===== src/rtl/button_conditioner.sv =====
// Button conditioner: per-bit 2-flop synchroniser, polarity normalisation,
// counter-based debouncer with registered press/release pulses, and a
// three-state arbiter that latches which touch input (player 1 / player 2)
// is pressed first after an arm pulse.
module button_conditioner #(
  parameter int unsigned NUM_BUTTONS     = 5,
  parameter bit          INVERTED_INPUT  = 1'b1,
  parameter int unsigned DEBOUNCE_CYCLES = 500000
) (
  input  logic                   clock,
  input  logic                   globalReset,
  input  logic [NUM_BUTTONS-1:0] button_raw,
  input  logic                   arm,
  output logic [NUM_BUTTONS-1:0] button_level,
  output logic [NUM_BUTTONS-1:0] button_press,
  output logic [NUM_BUTTONS-1:0] button_release,
  output logic [1:0]             first_touch,
  output logic                   first_valid
);

  localparam int unsigned CntW = $clog2(DEBOUNCE_CYCLES + 1);

  // The counter value seen on the edge that completes a stable run. Reaching
  // DEBOUNCE_CYCLES and clearing happen on the same edge, so the register never
  // actually holds DEBOUNCE_CYCLES.
  localparam logic [CntW-1:0] CntLast = CntW'(DEBOUNCE_CYCLES - 1);
  localparam logic [CntW-1:0] CntOne  = CntW'(1);

  // Raw level of a released button; the synchroniser resets to it so that a
  // reset never looks like an edge on the physical input.
  localparam logic [NUM_BUTTONS-1:0] RawIdle = {NUM_BUTTONS{INVERTED_INPUT}};

  typedef enum logic [1:0] {
    StIdle    = 2'd0,
    StArmed   = 2'd1,
    StLatched = 2'd2
  } state_e;

  // ---------------------------------------------------------------------------
  // Synchroniser
  // ---------------------------------------------------------------------------
  logic [NUM_BUTTONS-1:0] sync1_q, sync2_q;
  logic [NUM_BUTTONS-1:0] sync_active;

  // Two-flop synchroniser for the asynchronous raw inputs.
  always_ff @(posedge clock) begin
    if (globalReset) begin
      sync1_q <= RawIdle;
      sync2_q <= RawIdle;
    end else begin
      sync1_q <= button_raw;
      sync2_q <= sync1_q;
    end
  end

  // Normalise polarity: 1 always means pressed from here on.
  assign sync_active = sync2_q ^ RawIdle;

  // ---------------------------------------------------------------------------
  // Debouncer
  // ---------------------------------------------------------------------------
  logic [NUM_BUTTONS-1:0][CntW-1:0] cnt_q, cnt_d;
  logic [NUM_BUTTONS-1:0]           level_q, level_d;
  logic [NUM_BUTTONS-1:0]           press_q, press_d;
  logic [NUM_BUTTONS-1:0]           release_q, release_d;
  logic [NUM_BUTTONS-1:0]           toggle;

  // Per-bit stability counters; a level flips only after an unbroken run of
  // DEBOUNCE_CYCLES cycles disagreeing with the current debounced level.
  always_comb begin
    cnt_d  = cnt_q;
    toggle = '0;
    for (int unsigned i = 0; i < NUM_BUTTONS; i++) begin
      if (sync_active[i] != level_q[i]) begin
        if (cnt_q[i] == CntLast) begin
          cnt_d[i]  = '0;
          toggle[i] = 1'b1;
        end else begin
          cnt_d[i] = cnt_q[i] + CntOne;
        end
      end else begin
        cnt_d[i] = '0;
      end
    end
  end

  // Next debounced level and the edge pulses that accompany a flip.
  always_comb begin
    level_d   = level_q ^ toggle;
    press_d   = toggle & ~level_q;
    release_d = toggle & level_q;
  end

  // Debouncer state and registered pulse outputs.
  always_ff @(posedge clock) begin
    if (globalReset) begin
      cnt_q     <= '0;
      level_q   <= '0;
      press_q   <= '0;
      release_q <= '0;
    end else begin
      cnt_q     <= cnt_d;
      level_q   <= level_d;
      press_q   <= press_d;
      release_q <= release_d;
    end
  end

  assign button_level   = level_q;
  assign button_press   = press_q;
  assign button_release = release_q;

  // ---------------------------------------------------------------------------
  // First-touch arbiter
  // ---------------------------------------------------------------------------
  state_e     state_q, state_d;
  logic [1:0] first_touch_q, first_touch_d;
  logic       first_valid_q, first_valid_d;
  logic [1:0] touch_press;

  // Only the two touch inputs take part in arbitration.
  assign touch_press = press_q[1:0];

  // Arbiter next state; arm has priority over any coincident touch press.
  always_comb begin
    state_d       = state_q;
    first_touch_d = first_touch_q;
    first_valid_d = first_valid_q;
    if (arm) begin
      state_d       = StArmed;
      first_touch_d = 2'b00;
      first_valid_d = 1'b0;
    end else begin
      case (state_q)
        StArmed: begin
          if (|touch_press) begin
            state_d       = StLatched;
            first_touch_d = touch_press;
            first_valid_d = 1'b1;
          end
        end
        StIdle, StLatched: begin
          state_d = state_q;
        end
        default: begin
          state_d = StIdle;
        end
      endcase
    end
  end

  // Arbiter state and registered decision outputs.
  always_ff @(posedge clock) begin
    if (globalReset) begin
      state_q       <= StIdle;
      first_touch_q <= 2'b00;
      first_valid_q <= 1'b0;
    end else begin
      state_q       <= state_d;
      first_touch_q <= first_touch_d;
      first_valid_q <= first_valid_d;
    end
  end

  assign first_touch = first_touch_q;
  assign first_valid = first_valid_q;

endmodule


===== config.mk =====
export PLATFORM = sky130hd
export DESIGN_NAME = button_conditioner
export DESIGN_NICKNAME = d
export VERILOG_FILES = /design/src/rtl/button_conditioner.sv
export SDC_FILE = /design/constraint.sdc
export NUM_CORES = 1
export LEC_CHECK = 0
export CAP_MARGIN = 20
export CORE_MARGIN = 1.5
export CORE_UTILIZATION = 25
export DETAILED_ROUTE_END_ITERATION = 8
export GPL_ROUTABILITY_DRIVEN = 0
export PLACE_DENSITY = 0.37
export SLEW_MARGIN = 10
export SYNTH_ARGS = -nofsm -noshare
export SYNTH_HDL_FRONTEND = slang
export SYNTH_SLANG_ARGS = --single-unit

===== constraint.sdc =====
create_clock -name clock -period 3.41 [get_ports clock]
set_clock_uncertainty 0.2 [all_clocks]
set_input_delay 0.341 -clock clock [delete_from_list [all_inputs] [get_ports clock]]
set_output_delay 0.341 -clock clock [all_outputs]
set_load 0.02 [all_outputs]

==> results of run 1 <==
metal layers:
layer,GRT usage,up-vias
met5,0,-
met4,0.03416,0
met3,0.03670,6
met2,0.1725,29
met1,0.1289,1885
li1,-,2120
worst max-delay path, stage by stage, from the launching register on:
cell,delay (ns)
dfxtp_1,0.34
ha_1,0.24
nand4_1,0.30
or3_1,0.49
o21ai_1,0.52
buf_4,0.28
nor2_1,0.06
flip-flops by register name, indices dropped and copies added, names as in the netlist:
signal and cells:
button_level 5, first_valid 1, state_q 2, button_press 5, button_release 5, sync1_q 5, sync2_q 5, first_touch 2
cnt_q 95
how the worst max path moves through the flow:
stage	from	end	slack, ns	cells after the start
6_report	cnt_q[19]$_SDFF_PP0_	cnt_q[25]$_SDFF_PP0_	0.86	6
5_1_grt	cnt_q[19]$_SDFF_PP0_	button_level[1]$_SDFF_PP0_	0.57	6
4_1_cts	cnt_q[0]$_SDFF_PP0_	cnt_q[11]$_SDFF_PP0_	0.82	5
3_5_place_dp	cnt_q[0]$_SDFF_PP0_	cnt_q[11]$_SDFF_PP0_	0.82	5
3_3_place_gp	cnt_q[0]$_SDFF_PP0_	cnt_q[9]$_SDFF_PP0_	0.89	5
2_1_floorplan	cnt_q[0]$_SDFF_PP0_	button_level[0]$_SDFF_PP0_	1.21	6
synthesized netlist by cell type (5+ instances only):
cell type / n
clkbuf_1: 5
nor4_1: 15
xnor2_1: 39
or4_1: 17
nand2_1: 31
nand3_1: 22
inv_1: 24
nand4_1: 29
o21ai_0: 8
nor3_1: 22
and3_1: 8
or2_2: 12
or3_1: 7
o31ai_1: 10
nor2_1: 92
dfxtp_1: 125
ha_1: 15
xor2_1: 32
a21oi_1: 24
nor2b_1: 11
cells in the final DEF (no fill, tap or decap), types with 2 or more instances in the layout:
cell	Yosys	final
clkinvlp_4	0	4
o31ai_4	2	2
clkbuf_16	0	17
clkbuf_8	0	2
or3_2	2	2
o21ai_0	8	8
clkdlybuf4s50_1	0	25
nor3_1	22	22
nor4_1	15	15
nor2_1	92	92
and3_1	8	8
inv_1	24	24
or2_2	12	12
clkinv_2	0	6
nand3_1	22	22
nor4b_1	4	4
dfxtp_1	125	125
nand4_1	29	29
and2_1	3	3
a21oi_1	24	24
or3_1	7	7
buf_4	0	3
xnor2_1	39	39
xor2_1	32	32
nor2b_1	11	11
and4_1	4	4
ha_1	15	15
or4_1	17	17
nand3b_1	3	3
o31ai_1	10	10
nand2_1	31	31
or4b_1	3	3
bufinv_16	0	2
per-stage QoR:
| stage | std cells | total power, mW | instance area (µm²) | worst slack, ns |
|---|---|---|---|---|
| finish | 910 | 3.262 | 6461 | 0.8594 |
| global route | 910 | 3.407 | 6461 | 0.5699 |
| CTS | 910 | 3.328 | 6461 | 0.8212 |
| detailed placement | 878 | 1.547 | 5884 | 0.8234 |
| global placement | 878 | 1.546 | 5884 | 0.8927 |
| floorplan | 586 | 1.529 | 5321 | 1.213 |
cell families after synthesis:
logic type,after synthesis
simple gates,291
flops,125
xor+xnor,71
compound gates,49
buf+inv,35
fa+ha+maj,15
power by group:
part / internal, mW / switching, mW
registers: 1.47 / 0.00332
logic: 0.0174 / 0.0233
clock network: 1.11 / 0.644
total: 2.59 / 0.670
area by class of cell:
class                           instances  share of cell area
Clock inverter                         12             0.01859
Inverter                               24             0.01394
Multi-Input combinational cell        426              0.4140
Sequential cell                       125              0.3873
Clock buffer                           20             0.07068
Timing Repair Buffer                   28             0.04222
Tap cell                              275             0.05325
==> metrics.yaml, run 1 <==
status: "finished, final reports clean"
synth_cell_types: 41
synth-seq-cells: 125
ant_nets: 0
drc: 0
worstReg2RegStart: "cnt_q[19]$_SDFF_PP0_"
grt_pass1_wl_um: 18740
synthTopCellsByArea: "dfxtp_1, nor2_1, xnor2_1, xor2_1, ha_1"
yosys.area_share.adder: 0.03527
synth_xor_area_frac: 0.1169
fin_crit_sh: 0.7480
wl_um: 10640
min_from: "sync1_q[2]$_SDFF_PP1_"
io_pins: 26
hold_viol: 0
reg2reg_to: "cnt_q[25]$_SDFF_PP0_"
cts_buffers: 17
die-height_um: 148.9
firstDrtPassIters: 6
final_layout_size_suffix_gt1_frac: 0.08976
grt_antenna_before_repair: 0
period_needed_ns: 2.551
rows: 53
wl_met1_um: 5103
synth.mux.area_fraction: 0
routed_via_density: 4.440
coreArea_mm2: 0.02096
clk_latency_ns: 0.40
cts_tree: "yes"
slew_headroom: 0.4585
cts_setup_buffers: 0
worstPathRequired_ns: 3.50
die_w_um: 148.9
vias: 4040
h-tree-depth: 4
grt_max_degree: 28
multi_input_area_mm2: 0.002675
syn-num-nets: 609
synth_top_family_by_area: "simple AND/OR/NAND/NOR gates"
fillers: 2266
synth_top_area_share: 0.4703
syn2layout_area_growth_pct: 21.42
dieArea_mm2: 0.02217
max_cap_violations: 0
cts_sinks: 125
synth-compound-area-share: 0.06137
critPathKind: "reg2reg"
cp.arrival_ns: 2.64
gr-usage-all-layers: 0.1053
dr_wl_met2_um: 5072
clkTransAtPathRegs_ns: 0.06
cp_max_fo: 10
overflow: 0
synth-main-ff-cell: "dfxtp_1"
drt-initial-drc-count: 118
pwr_density_cell_mw_per_mm2: 504.9
grt_pass1_vias: 3896
seq_area_mm2: 0.002502
synth-seq-area-share: 0.4703
syn_area_mm2: 0.005321
r2r_slack_ns: 0.86
port_buffers: 25
async_flop_share: 0
start_kind: "register"
fmax_mhz: 392.1
yosys.area_share.simple: 0.2892
cts_resized: 0
rsz0062_at_grt: "false"
nNetsFinal: 645
dp_hpwl_um: 7443
clk_path_buf_depth: 2
route.met3.wl_um: 334
end_kind: "register"
hold_path.class: "reg2reg"
p_leak_nw: 1.954
clockRootBuffer: "clkbuf_16"
synth_cells: 586
wire_per_inst_um: 11.70
avgSynthCellArea_um2: 9.081
fin_tns_setup_ns: 0
tightest_slew_ns: 0.8123
synth_area_leader_cell: "dfxtp_1"
hold_path_depth: 1
ir_drop_v: 0.0002713
synth-edff-count: 0
start_util: 0.2539
min_to: "sync2_q[2]$_SDFF_PP1_"
setup_viol: 0
holdWs_ns: 0.2078
dr.max_layer_used: "met4"
final-max-slew-violation-count: 0
cts_hold_buf: 0
final_core_util: 0.3083
worstRegToRegCells: 6
yosysWarnings: 0
num_antenna_cells: 0
(Power assumes the default switching activity.)
==> inputs of run 2 (changes only) <==
==> constraint.sdc (replaced) <==
create_clock -name clock -period 2.4 [get_ports clock]
set_clock_uncertainty 0.2 [all_clocks]
set_input_delay 0.24 -clock clock [delete_from_list [all_inputs] [get_ports clock]]
set_output_delay 0.24 -clock clock [all_outputs]
set_load 0.02 [all_outputs]
==> run 2 against run 1 <==
Total power increased by 39%. Utilization increased by 0.57 points. Sequential share of layout area decreased by 0.70 points. Register-to-register slack got worse by 0.70 ns. Flip-flop and latch count unchanged. First-iteration DRC count decreased by 18%. Largest power group unchanged.
==> metrics.yaml, run 2 (synthesis results as in run 1) <==
final_layout_size_suffix_gt1_frac: 0.1077  # was 0.08976
gr-usage-all-layers: 0.1054  # was 0.1053
nNetsFinal: 662  # was 645
overflow: 0  # unchanged
reg2reg_to: "button_level[4]$_SDFF_PP0_"  # was cnt_q[25]$_SDFF_PP0_
worstReg2RegStart: "cnt_q[90]$_SDFF_PP0_"  # was cnt_q[19]$_SDFF_PP0_
fmax_mhz: 446.7  # was 392.1 MHz
dpl_cell_area_mm2: 0.006037  # was 0.005884 mm²
clockRootBuffer: "clkbuf_16"  # unchanged
die_w_um: 148.9  # unchanged
largest_reg_flops: 95  # unchanged
layout_setup_ws_ns: 0.1611  # was 0.8594 ns
cts_sinks: 125  # unchanged
end_kind: "register"  # unchanged
fillers: 2233  # was 2266
crit_path_cell_trace: "or4b_1, or4_4, nor3_2, ha_1, nor2_1"  # was ha_1, nand4_1, or3_1, o21ai_1, buf_4, nor2_1
regMostFlops: "cnt_q"  # unchanged
cts_setup_buffers: 0  # unchanged
coreArea_mm2: 0.02096  # unchanged
status: "finished, final reports clean"  # unchanged
p_clk_frac: 0.524  # was 0.536
cts_tree: "yes"  # unchanged
cp_num_buf_inv: 0  # was 1
ir_drop_v: 0.0003525  # was 0.0002713 V
syn2layout_area_growth_pct: 23.65  # was 21.42%
pre_cts_ws_ns: 0.06352  # was 0.8234 ns
final_cell_mix: "dfxtp_1, nor2_1, xnor2_1, xor2_1, nand2_1"  # unchanged
max_stage_delay_ns: 0.57  # was 0.52 ns
grt_max_degree: 38  # was 28
drt-initial-drc-count: 97  # was 118
vias: 4096  # was 4040
start_kind: "register"  # unchanged
routed_via_density: 4.428  # was 4.440
wl_um: 10820  # was 10640 µm
num_antenna_cells: 0  # unchanged
setup_viol: 0  # unchanged
grt_antenna_before_repair: 0  # unchanged
rsz0062_at_grt: "false"  # unchanged
cts_buffers: 17  # unchanged
die-height_um: 148.9  # unchanged
pwr_density_cell_mw_per_mm2: 689.3  # was 504.9 mW/mm²
min_from: "button_raw[3]"  # was sync1_q[2]$_SDFF_PP1_
dp_hpwl_um: 7610  # was 7443 µm
p_leak_nw: 2.030  # was 1.954 nW
drc: 0  # unchanged
grt_pass1_vias: 3834  # was 3896
ant_nets: 0  # unchanged
clkTransAtPathRegs_ns: 0.06  # about the same
clk_path_buf_depth: 2  # unchanged
min_to: "sync1_q[3]$_SDFF_PP1_"  # was sync2_q[2]$_SDFF_PP1_
h-tree-depth: 4  # unchanged
cp.arrival_ns: 2.38  # was 2.64 ns
fin_area_mm2: 0.006580  # was 0.006461 mm²
cellInternalPower_mw: 3.621  # was 2.592 mW
port_buffers: 25  # unchanged
wire_per_inst_um: 11.70  # about the same
hold_path_depth: 2  # was 1
power.switching_mw: 0.9148  # was 0.6704 mW
final_common_cell: "dfxtp_1"  # unchanged
fin_tns_setup_ns: 0  # unchanged
holdWs_ns: 0.1995  # was 0.2078 ns
combPwrFrac: 0.014  # was 0.012
clk_latency_ns: 0.41  # was 0.40 ns
io_pins: 26  # unchanged
rows: 53  # unchanged
max_cap_violations: 0  # unchanged
hold_viol: 0  # unchanged
final-max-slew-violation-count: 0  # unchanged
hold_path.class: "in2reg"  # was reg2reg
worstRegToRegCells: 5  # was 6
pwr-share-seq: 0.462  # was 0.451
path_delay_family: "simple AND/OR/NAND/NOR gates"  # unchanged
critPathKind: "reg2reg"  # unchanged
dieArea_mm2: 0.02217  # unchanged
worstPathRequired_ns: 2.54  # was 3.50 ns
grt_pass1_wl_um: 18510  # was 18740 µm
p_sw_frac: 0.2017  # was 0.2055
r2r_slack_ns: 0.16  # was 0.86 ns
slowest_stage: "or4_4"  # was o21ai_1
cp_max_fo: 4  # was 10
tightest_slew_ns: 0.6902  # was 0.8123 ns
firstDrtPassIters: 4  # was 6
start_util: 0.2539  # unchanged
period_needed_ns: 2.239  # was 2.551 ns
fin_crit_sh: 0.9329  # was 0.7480
slew_headroom: 0.5356  # was 0.4585
[run 2: changes by cell type in the layout (fill, tap and decap cells not counted), sizes merged]
cell | before | now
clkbuf | 20 | 21
clkinvlp | 4 | 1
buf | 3 | 20
[run 2: routing by layer]
layer	up-vias	part of all wire	routed length (µm)	GRT usage
met5	-	0	0	0
met1	1906	0.48	5220	0.1297
met2	31	0.47	5133	0.1697
met3	4	0.034	372	0.03670
li1	2155	-	-	-
met4	0	0.0085	92	0.03861
[run 2: worst max path at each step]
stage / endpoint / slack [ns] / cells after the start / startpoint
6_report: button_level[4]$_SDFF_PP0_ / 0.16 / 5 / cnt_q[90]$_SDFF_PP0_
5_1_grt: button_level[1]$_SDFF_PP0_ / 0.002 / 6 / cnt_q[19]$_SDFF_PP0_
4_1_cts: button_level[4]$_SDFF_PP0_ / 0.04 / 5 / cnt_q[90]$_SDFF_PP0_
3_3_place_gp: button_level[4]$_SDFF_PP0_ / 0.09 / 5 / cnt_q[90]$_SDFF_PP0_
3_5_place_dp: button_level[4]$_SDFF_PP0_ / 0.06 / 5 / cnt_q[90]$_SDFF_PP0_
2_1_floorplan: button_level[0]$_SDFF_PP0_ / 0.20 / 6 / cnt_q[0]$_SDFF_PP0_
[run 2: area by class of cell]
type                    instances  area, µm²  area share
repair buffers                 45      425.4     0.06465
clock buffers                  21      440.4     0.06693
well taps                     275      344.1     0.05229
inverters                      24      90.09     0.01369
multi-input cells             426       2680      0.4073
clock inverters                 9      97.59     0.01483
flip-flops and latches        125       2502      0.3803
[run 2: power groups by stage]
stage | sequential [mW] | clock (mW) | combinational [mW]
2_1_floorplan | 2.14 | 0 | 0.0364
3_3_place_gp | 2.14 | 0 | 0.0666
3_5_place_dp | 2.14 | 0 | 0.0672
4_1_cts | 2.09 | 2.47 | 0.0674
5_1_grt | 2.09 | 2.56 | 0.0732
6_report | 2.09 | 2.38 | 0.0644
[run 2: repair_timing]
action / 4_1_cts / 5_1_grt
endpoints found under the setup margin: 0 / 3
hold buffers: 0 / 0
gates resized for setup: 0 / 1
[run 2: metrics by stage]
stage	total power, mW	util	instances
after floorplan	2.172	-	586
after global placement	2.204	0.2881	895
after detailed placement	2.205	0.2881	895
after CTS	4.631	0.3138	925
after global routing	4.729	0.3140	925
final	4.536	0.3140	925
[run 2: worst register-to-register path: cells and delay by family (launching register included)]
family / cells / cell delay, ns
and+or+nand+nor: 4 / 1.37
DFF: 1 / 0.34
adders and majority gates: 1 / 0.27
